$ cat src/rtl/period_select.sv
// Push-button front end for the heartbeat LED pattern generator.
// Synchronises and debounces the raw button, then turns presses into the
// 2-bit period code: a short press steps 0->1->2->3->0 and a long press
// clears it to 0.
//
// Ports:
//   clock      system clock, rising edge
//   reset      asynchronous active-low reset
//   io_btn     raw push-button, active-low, asynchronous to clock
//   io_period  current period code (registered)
//   io_pressed debounced button level, 1 = pressed (registered)
//   io_step    one-cycle pulse when a short press increments io_period
//   io_clear   one-cycle pulse when a long press clears io_period
module period_select #(
    parameter int unsigned DB_CYCLES   = 240000,
    parameter int unsigned LONG_CYCLES = 12000000
) (
    input  logic       clock,
    input  logic       reset,
    input  logic       io_btn,
    output logic [1:0] io_period,
    output logic       io_pressed,
    output logic       io_step,
    output logic       io_clear
);

    localparam int unsigned DB_W   = (DB_CYCLES > 1) ? $clog2(DB_CYCLES) : 1;
    localparam int unsigned HOLD_W = (LONG_CYCLES > 1) ? $clog2(LONG_CYCLES) : 1;

    localparam logic [DB_W-1:0]   DB_LAST   = DB_W'(DB_CYCLES - 1);
    localparam logic [HOLD_W-1:0] HOLD_LAST = HOLD_W'(LONG_CYCLES - 1);

    localparam logic [1:0] ST_IDLE = 2'd0;
    localparam logic [1:0] ST_HELD = 2'd1;
    localparam logic [1:0] ST_LONG = 2'd2;

    logic              sync1_q;
    logic              sync2_q;
    logic              db_level_q;
    logic              db_level_d;
    logic [DB_W-1:0]   db_cnt_q;
    logic [DB_W-1:0]   db_cnt_d;
    logic              pressed_q;
    logic [1:0]        state_q;
    logic [1:0]        state_d;
    logic [HOLD_W-1:0] hold_q;
    logic [HOLD_W-1:0] hold_d;
    logic [1:0]        period_q;
    logic [1:0]        period_d;
    logic              step_q;
    logic              step_d;
    logic              clear_q;
    logic              clear_d;
    logic              press_edge_c;

    // Two-flop synchroniser; db_level is the debounced raw level (1 = released).
    always_ff @(posedge clock or negedge reset) begin
        if (!reset) begin
            sync1_q <= 1'b1;
            sync2_q <= 1'b1;
        end else begin
            sync1_q <= io_btn;
            sync2_q <= sync1_q;
        end
    end

    // Debounce: accept a new level only after DB_CYCLES consecutive differing samples.
    always_comb begin
        db_level_d = db_level_q;
        db_cnt_d   = '0;
        if (sync2_q != db_level_q) begin
            if (db_cnt_q == DB_LAST) begin
                db_level_d = sync2_q;
            end else begin
                db_cnt_d = db_cnt_q + DB_W'(1);
            end
        end
    end

    // Press edge is taken from the next debounced level so HELD starts on the
    // same edge that raises io_pressed.
    assign press_edge_c = db_level_q & ~db_level_d;

    always_ff @(posedge clock or negedge reset) begin
        if (!reset) begin
            db_level_q <= 1'b1;
            db_cnt_q   <= '0;
            pressed_q  <= 1'b0;
        end else begin
            db_level_q <= db_level_d;
            db_cnt_q   <= db_cnt_d;
            pressed_q  <= ~db_level_d;
        end
    end

    // Press classifier: threshold check wins over a coincident release.
    always_comb begin
        state_d  = state_q;
        hold_d   = hold_q;
        period_d = period_q;
        step_d   = 1'b0;
        clear_d  = 1'b0;
        case (state_q)
            ST_IDLE: begin
                if (press_edge_c) begin
                    hold_d  = '0;
                    state_d = ST_HELD;
                end
            end
            ST_HELD: begin
                if (hold_q == HOLD_LAST) begin
                    period_d = 2'd0;
                    clear_d  = 1'b1;
                    hold_d   = '0;
                    state_d  = ST_LONG;
                end else if (db_level_q) begin
                    period_d = period_q + 2'd1;
                    step_d   = 1'b1;
                    hold_d   = '0;
                    state_d  = ST_IDLE;
                end else begin
                    hold_d = hold_q + HOLD_W'(1);
                end
            end
            ST_LONG: begin
                if (db_level_q) begin
                    state_d = ST_IDLE;
                end
            end
            default: begin
                hold_d  = '0;
                state_d = ST_IDLE;
            end
        endcase
    end

    always_ff @(posedge clock or negedge reset) begin
        if (!reset) begin
            state_q  <= ST_IDLE;
            hold_q   <= '0;
            period_q <= 2'd0;
            step_q   <= 1'b0;
            clear_q  <= 1'b0;
        end else begin
            state_q  <= state_d;
            hold_q   <= hold_d;
            period_q <= period_d;
            step_q   <= step_d;
            clear_q  <= clear_d;
        end
    end

    assign io_period  = period_q;
    assign io_pressed = pressed_q;
    assign io_step    = step_q;
    assign io_clear   = clear_q;

endmodule

$ cat config.mk
export PLATFORM = sky130hd
export DESIGN_NAME = period_select
export DESIGN_NICKNAME = d
export VERILOG_FILES = /design/src/rtl/period_select.sv
export SDC_FILE = /design/constraint.sdc
export NUM_CORES = 1
export LEC_CHECK = 0
export CORE_AREA = 4 4 88 90
export CTS_CLUSTER_SIZE = 28
export DETAILED_ROUTE_END_ITERATION = 6
export DIE_AREA = 0 0 92 94
export GPL_TIMING_DRIVEN = 1
export SKIP_CTS_REPAIR_TIMING = 1
export SLEW_MARGIN = 10
export SYNTH_ARGS = -nofsm -noshare
export SYNTH_HDL_FRONTEND = slang
export SYNTH_SLANG_ARGS = --single-unit
$ cat constraint.sdc
create_clock -name clock -period 4.5 [get_ports clock]
set_input_delay 0.9 -clock clock [delete_from_list [all_inputs] [get_ports clock]]
set_output_delay 0.9 -clock clock [all_outputs]
set_load 0.02 [all_outputs]
==> impl_metrics.yaml <==
timing:
  skew_ps: 13.3
  relSlewSlack_pct: 29.9
  rsz0062_at_grt: "no"
  finalMaxSlewViolations: 0
  fin_crit_ps: 2560
  setup_viol: 0
  min_period_over_period_pct: 57.0
  max_freq_ghz: 0.390
  fin_tns_setup_ps: 0
  finalHoldViolCount: 0
  hold_ws_ps: 367
  worst_pin_slew_ps: 1050
logic_synthesis:
  synth_top_cell_by_area: "dfrtp_1"
  async_reset_ff_share_pct: 100
  ys.flop_type: "dfrtp_1"
  syn-num-nets: 285
  syn-cell-area_sq_mm: 0.00272
  synthTopCellsByArea: "dfrtp_1 (45%), nand3_1 (4.1%), nor2_1 (4.0%)"
  syn_inst: 280
  synth_edf_count: 0
  synth_seq_cells: 52
  yosys.cell_count.top_type: "dfrtp_1"
  synth.avg_cell_area_sq_um: 9.70
  ys_types: 45
  ys_seq_area_share_pct: 48.1
  ys_top_cells_by_count: "dfrtp_1 (49), nor2_1 (29), nand2_1 (23), nand3_1 (22), a21oi_1 (19)"
  synth_warnings: 0
  synth_top_area_share_pct: 45.2
cts:
  clk_pin_slew_ps: 110
  clk_path_buf_depth: 2
  cts_tree: "done"
  clk_latency_ps: 310
  root_buffer: "clkbuf_8"
  clock-sinks: 52
  cts_buffers: 5
  htree_levels: 2
power:
  vdd_drop_max_mv: 0.122
  internal-power_mw: 0.593
  p_seq_share_pct: 60.0
  p_leak_nw: 1.21
  p_comb_share_pct: 2.3
  p_sw_share_pct: 24.8
  p_clk_share_pct: 37.6
  powerDensity_mw_per_mm2: 269
  p_switching_mw: 0.195
die:
  pin_count: 8
  rows: 31
  die_w_um: 92
  die_area_sq_mm: 0.00865
  start_util_pct: 38.5
  core_area_sq_mm: 0.00706
  die_height_um: 94
cells_and_area:
  antenna_cells: 0
  drive_gt1_share_pct: 8.13
  areaGrowthSynthToFinish_pct: 8.02
  fillers: 718
  utilization_pct: 41.5
  final_nets: 287
worst_setup_path:
  cp-end-kind: "register"
  cp.arrival_ps: 2800
  crit_type: "register to register"
  crit_required_ps: 4730
  cp-start-kind: "register"
  cp_max_fo: 26
global_route:
  grt_max_degree: 53
  grt.total_usage_pct: 13.4
  grt-ovfl-total: 0
  grt_first_pass_wirelength_um: 9430
  grt_pass1_vias: 1990
  antenna_found_initial: 0
detailed_routing:
  drt.antenna.violating_nets: 0
  drtPass1Iterations: 4
  drt_iter0_markers: 113
  drc: 0
  routed-via-count: 2051
  drt-total-wl_um: 5390
  viasPerCell: 5.37
  wl_per_cell_um: 14.1
place:
  port_buffers: 7
  gp_congestion: 0.808
  dp_hpwl_um: 3630
status:
  status: "complete, no violations"
hold_path:
  hp-class: "register to register"
flow_run:
  drv_cap: 0
==> cell usage in the layout, fill, tap and decap left out, drive strengths merged <==
cell type       n
a31oi          14
nand4           9
dfrtp          49
and4            6
nor4            3
dfstp           3
a41oi           4
nand3b          3
a31o            1
clkdlybuf4s50   6
ha              2
inv             7
nor4bb          3
a22o            3
or2             1
xnor2           9
o31a            1
and2            4
nor2b           3
nor3            4
and3            9
or4bb           1
a21o            4
clkbuf          5
mux2            1
mux2i           4
buf             4
xor2            8
a21oi          19
and4b           1
o22a            1
nand4bb         1
or3             1
o21ai           8
or4b            1
nand3          22
nand2          23
nor2           29
nand2b          6
==> worst max-delay path: stages (launching register included) <==
cell and delay [ps]:
dfrtp_1 430, ha_1 250, nand4_1 250, nor3_2 120, a21oi_2 840, buf_4 340
o21ai_0 100, a31oi_1 160
==> state kept, by name, summed over array words and instances (netlist names) <==
signal      flops
hold_q         24
db_cnt_q       18
io_period       2
state_q         2
db_level_q      1
io_clear        1
io_pressed      1
io_step         1
sync1_q         1
sync2_q         1
==> routing by layer <==
layer  GRT usage (%)  share of wire (%)  vias up
met3            2.88                3.3        8
met5               0                  0        -
li1                -                  -     1015
met2            21.3                 47       35
met1            18.4                 49      993
met4            4.33                1.3        0
==> cell type report <==
| class | count | area [sq um] | area share, % |
|---|---|---|---|
| clock buffers | 5 | 68.8 | 2.35 |
| clock inverters | 3 | 28.8 | 0.981 |
| inverters | 4 | 15.0 | 0.512 |
| multi-input cells | 209 | 1300 | 44.5 |
| flip-flops and latches | 52 | 1310 | 44.5 |
| well taps | 99 | 124 | 4.22 |
| repair buffers | 10 | 87.6 | 2.99 |
==> stage by stage <==
stage / cells / total power, mW / setup WS, ps / area (sq um)
after floorplan: 280 / 0.490 / 2620 / 2720
after global placement: 374 / 0.502 / 2020 / 2830
after detailed placement: 374 / 0.502 / 1950 / 2830
after CTS: 382 / 0.800 / 1920 / 2930
after global routing: 382 / 0.821 / 1680 / 2930
final: 382 / 0.788 / 1940 / 2930
==> cell families (layout without fill, tap and decap cells) <==
| logic type | count (synthesis) | after routing | share of synthesized area, % |
|---|---|---|---|
| XOR/XNOR | 17 | 17 | 5.48 |
| buffers and inverters | 19 | 22 | 4.29 |
| adder cells (fa/ha/maj) | 2 | 2 | 0.922 |
| AO/OA/AOI/OAI | 55 | 55 | 12.5 |
| multiplexers | 5 | 5 | 2.03 |
| AND/OR/NAND/NOR | 130 | 130 | 26.7 |
| flip-flops | 52 | 52 | 48.1 |
==> power groups by stage <==
stage               registers (mW)  clock network, mW  logic (mW)
floorplan                    0.482                  0     0.00825
global placement             0.482                  0      0.0194
detailed placement           0.482                  0      0.0197
CTS                          0.474              0.306      0.0198
global route                 0.474              0.325      0.0222
finish                       0.473              0.297      0.0184
==> final timing paths <==
check	cells after the start	from	slack, ps	to
max	7	hold_q[0]$_DFFE_PN0P_	1940	hold_q[18]$_DFFE_PN0P_
min	0	sync1_q$_DFF_PN1_	370	sync2_q$_DFF_PN1_
max reg2reg	7	hold_q[0]$_DFFE_PN0P_	1940	hold_q[18]$_DFFE_PN0P_
min reg2reg	0	sync1_q$_DFF_PN1_	370	sync2_q$_DFF_PN1_
max in group asynchronous	2	reset	3360	hold_q[5]$_DFFE_PN0P_
min in group asynchronous	2	reset	690	hold_q[14]$_DFFE_PN0P_
No activity file was read; power rests on OpenSTA's default activity.
==> patch 1: new RTL, same settings <==
The parameter `LONG_CYCLES` goes from 12000000 to 24000000.
--- a/src/rtl/period_select.sv
+++ b/src/rtl/period_select.sv
@@ -13,7 +13,7 @@
 //   io_clear   one-cycle pulse when a long press clears io_period
 module period_select #(
     parameter int unsigned DB_CYCLES   = 240000,
-    parameter int unsigned LONG_CYCLES = 12000000
+    parameter int unsigned LONG_CYCLES = 24000000
 ) (
     input  logic       clock,
     input  logic       reset,
Check against the original RTL: same outputs for any inputs over 10 cycles, from zero or initial values and one cycle with reset low; that may be too few to reach the edited logic, so the function may still have changed.
==> patch 1 against the original RTL <==
- design area is 1.0% higher
- routed wire length up 1.0%
- clock power decreased by 10%
- area after synthesis fell by 0.28%
- global-route usage increased by 0.38 points
- worst setup slack improved by 0.064 ns
- total power decreased by 2.8%
- sequential cell count increased by 1
- count of clock-buffer cells in the layout grew 1
- largest cell class unchanged
==> patch 1: results (changes against the original RTL) <==
Setup Skew=0.0100 ns (was 0.0133 ns); average cell area after synthesis=9.34 um2 (was 9.70 um2); DP Wirelength=3700 um (was 3630 um); Net Sw Frac=22.5% (was 24.8%); Final Wtd Congestion=0.848 (was 0.808); Routed wire per std cell=13.7 um (was 14.1 um); pre-CTS WS=2.02 ns (was 1.95 ns); WP data arrival=2.70 ns (was 2.80 ns); Starting DRT DRC Count=85 (was 113); worst vdd ir=0.000112 V (was 0.000122 V); status=complete, no violations (unchanged); CP max FO=24 (was 26); vias per cell=5.35 (was 5.37); All-Layer GR Usage=13.8% (was 13.4%); Worst Max-Slew Pin Slew=0.979 ns (was 1.05 ns); Synth cell types=49 (was 45); top cells by count, synth=dfrtp_1, nand3_1, nor2_1, nand2_1, nand4_1 (was dfrtp_1, nor2_1, nand2_1, nand3_1, a21oi_1); Final #Nets=303 (was 287); share of layout cells above drive strength 1=7.36% (was 8.13%); top flop regs=hold_q (25), db_cnt_q (18) (was hold_q (24), db_cnt_q (18)); largest net degree at the start of global routing=35 (was 53); met3 usage=2.64% (was 2.88%); metal3 WL=176 um (was 178 um); Post-DP Area=2880 um2 (was 2830 um2); grt met2 use=22.7% (was 21.3%); sequential element share of the synthesized area=49.1% (was 48.1%); post-route insts no fill=398 (was 382); first-pass GRT wire length=9800 um (was 9430 um)
## patch 1: changes by cell type in the layout (fill, tap and decap cells not counted), moves of 5 or more
cell	delta
nand3_1	+11
a31oi_1	-11
a21oi_1	-7
nand4_1	+5
inv_1	+7
o21ai_0	+5
or3_1	+10
## patch 1: path summary, 6_finish.rpt
path / cells past startpoint / endpoint / start / slack [ns]
min in group asynchronous: 1 / db_cnt_q[2] / reset / 0.52
setup / recovery: 6 / hold_q[10] / hold_q[0] / 2.00
setup reg to reg: 6 / hold_q[10] / hold_q[0] / 2.00
hold / removal: 0 / sync2_q / sync1_q / 0.36
hold reg to reg: 0 / sync2_q / sync1_q / 0.36
max in group asynchronous: 2 / hold_q[9] / reset / 3.19
## patch 1: layout make-up
cell class	instances	area, um2
clock buffer	6	72.6
clock inverter	2	15.0
fill	716	4100
inverter	11	41.3
multi-input combinational	218	1300
sequential	53	1330
tap	99	124
timing repair buffer	9	80.1
## patch 1: worst max-delay path, cell delays in order, from the launching register on
cell and delay [ns]:
dfrtp_1 0.44, ha_1 0.24, nand4_1 0.23, nor2_1 0.30
a311o_1 0.77, o21ai_0 0.20, a21o_1 0.21
## patch 1: cells by family (layout without fill, tap and decap cells)
logic type	Yosys count	count (layout)	synth area share (%)
XOR/XNOR	18	18	5.82
AO/OA/AOI/OAI	44	44	10.5
multiplexers	2	2	0.786
adder cells (fa/ha/maj)	2	2	0.924
buffers and inverters	19	28	2.86
flip-flops	53	53	49.1
AND/OR/NAND/NOR	152	152	29.9
## patch 1: power groups by stage
stage          Clock (mW)  Combinational, mW  Sequential (mW)
2_1_floorplan           0            0.00612            0.491
3_3_place_gp            0             0.0190            0.491
3_5_place_dp            0             0.0192            0.491
4_1_cts             0.279             0.0193            0.482
5_1_grt             0.298             0.0222            0.483
6_report            0.266             0.0180            0.482
==> patch 2: new RTL, same flow settings <==
Made on the original files. `hold_q` no longer has a reset.
--- a/src/rtl/period_select.sv
+++ b/src/rtl/period_select.sv
@@ -137,17 +137,19 @@
     always_ff @(posedge clock or negedge reset) begin
         if (!reset) begin
             state_q  <= ST_IDLE;
-            hold_q   <= '0;
             period_q <= 2'd0;
             step_q   <= 1'b0;
             clear_q  <= 1'b0;
         end else begin
             state_q  <= state_d;
-            hold_q   <= hold_d;
             period_q <= period_d;
             step_q   <= step_d;
             clear_q  <= clear_d;
         end
+    end
+
+    always_ff @(posedge clock) begin
+        hold_q <= hold_d;
     end
 
     assign io_period  = period_q;
Function: no difference found for any inputs over 10 cycles, from zero or initial values and one cycle with reset low; that may be too few to reach the edited logic, so the function may still have changed.
==> patch 2 against the original RTL <==
- highest routed layer unchanged
- critical path depth down 2
- critical path type unchanged
- worst setup slack got worse by 0.045 ns
- total power is 0.35% higher
- routed wire length shrank 9.8%
- area after synthesis fell by 3.2%
- utilization shrank 0.27 points
- design area shrank 0.64%
- sequential cell count stayed put
- die area stayed put
==> patch 2: results (changes against the original RTL) <==
status=complete, no violations (unchanged); Synth cell types=38 (was 45); average cell area after synthesis=10.5 um2 (was 9.70 um2); CP max FO=24 (was 26); H-tree Lvls=2 (unchanged); initial antenna violation count=0 (unchanged); routed length on met1=2480 um (was 2630 um); Starting DRT DRC Count=80 (was 113); DP Wirelength=3330 um (was 3630 um); predominant post-synthesis flop cell=dfrtp_1 (unchanged); Final Wtd Congestion=0.765 (was 0.808); DR pass1 iterations=4 (unchanged); share of layout cells above drive strength 1=8.85% (was 8.13%); top flop regs=hold_q (24), db_cnt_q (18) (unchanged); switching pwr=0.178 mW (was 0.195 mW); slowest CP cell=or4_1 (was a21oi_2); post-route insts no fill=359 (was 382); Worst Max-Slew Pin Slew=1.05 ns (about the same); WP data arrival=2.59 ns (was 2.80 ns); fraction of registers with async set/reset=53.8% (was 100%); sequential element share of the synthesized area=54.2% (was 48.1%); metal3 WL=112 um (was 178 um); delay of the slowest cell on the worst path=0.65 ns (was 0.84 ns); largest net degree at the start of global routing=25 (was 53); vias in the first global route=1,780 (was 1,990); Antenna diodes=0 (unchanged); YS warnings=0 (unchanged); syn_nets=255 (was 285); port buffer count=7 (unchanged); top cells by count, synth=nor2_1, dfrtp_1, edfxtp_1, xor2_1 (was dfrtp_1, nor2_1, nand2_1, nand3_1, a21oi_1); dpl cells=351 (was 374); met2 wire length=2140 um (was 2510 um); All-Layer GR Usage=12.3% (was 13.4%); worst vdd ir=0.0000908 V (was 0.000122 V); clk buf depth=2 (unchanged); CTS buffer count=5 (unchanged); clock-pin slew of the registers on the worst-case setup and hold paths=0.10 ns; vias per cell=5.22 (was 5.37); first-pass GRT wire length=8500 um (was 9430 um); number of synthesized flops with an enable pin=24 (was 0); Setup Skew=0.0154 ns (was 0.0133 ns); highest routed layer=met4 (unchanged); ranking of synthesized cells by area=edfxtp_1, dfrtp_1, xor2_1 (was dfrtp_1, nand3_1, nor2_1); fillcell total=694 (was 718); Detailed Route WL=4860 um (was 5390 um); HP Class=flip-flop to flip-flop (unchanged); clock root cell=clkbuf_8 (unchanged); worst-skew pair later-pin latency=0.31 ns (about the same); Static Leakage=1.07 nW (was 1.21 nW)
## patch 2: worst paths after layout
check	start	endpoint	slack (ns)	cells past startpoint
worst max-delay path	db_cnt_q[2]	hold_q[11]	1.89	5
worst min-delay path	sync1_q	sync2_q	0.35	0
worst max register to register	db_cnt_q[2]	hold_q[11]	1.89	5
worst min register to register	sync1_q	sync2_q	0.35	0
max in group asynchronous	reset	db_cnt_q[13]	2.68	2
min in group asynchronous	reset	db_cnt_q[5]	1.15	1
## patch 2: cell type report
type	instances	area share [%]
Tap cell	99	4.25
Clock inverter	3	0.687
Timing Repair Buffer	10	3.18
Multi-Input combinational cell	183	39.7
Clock buffer	5	2.36
Sequential cell	52	48.9
Inverter	7	0.902
## patch 2: per-layer routing
| metal | GRT usage (%) | vias to the layer above |
|---|---|---|
| li1 | - | 943 |
| met1 | 16.7 | 900 |
| met2 | 19.0 | 19 |
| met3 | 2.96 | 13 |
| met4 | 4.95 | 0 |
| met5 | 0 | - |
## patch 2: cell families (layout without fill, tap and decap cells)
group | count (synthesis) | after routing | share of synthesized area, %
muxes | 2 | 2 | 0.809
buffers and inverters | 15 | 25 | 2.28
adders and majority gates | 2 | 2 | 0.952
and+or+nand+nor | 118 | 118 | 25.3
DFF | 52 | 52 | 54.2
xor gates and xnor gates | 25 | 25 | 8.33
AOI/OAI and AO/OA | 36 | 36 | 8.14
## patch 2: through the flow
step                hold WS [ns]  setup slack [ns]  instance area (um2)  utilization [%]
floorplan                  0.345             0.718                 2630                -
global placement           0.346              1.96                 2830             40.0
detailed placement         0.352              1.93                 2830             40.0
CTS                        0.355              1.90                 2910             41.3
global route               0.363              1.78                 2910             41.3
finish                     0.352              1.89                 2910             41.3
## patch 2: worst max-delay path, delay by kind of cell (launching register included)
family,cells,cell delay (ns)
flops,1,0.43
compound gates,1,0.19
buf+inv,1,0.33
simple gates,3,1.30
## patch 2: power groups by stage
stage	registers (mW)	logic [mW]	clock network, mW
final	0.499	0.0157	0.276
after global routing	0.500	0.0183	0.309
after CTS	0.499	0.0164	0.286
after detailed placement	0.509	0.0164	0
after global placement	0.509	0.0168	0
after floorplan	0.509	0.00730	0
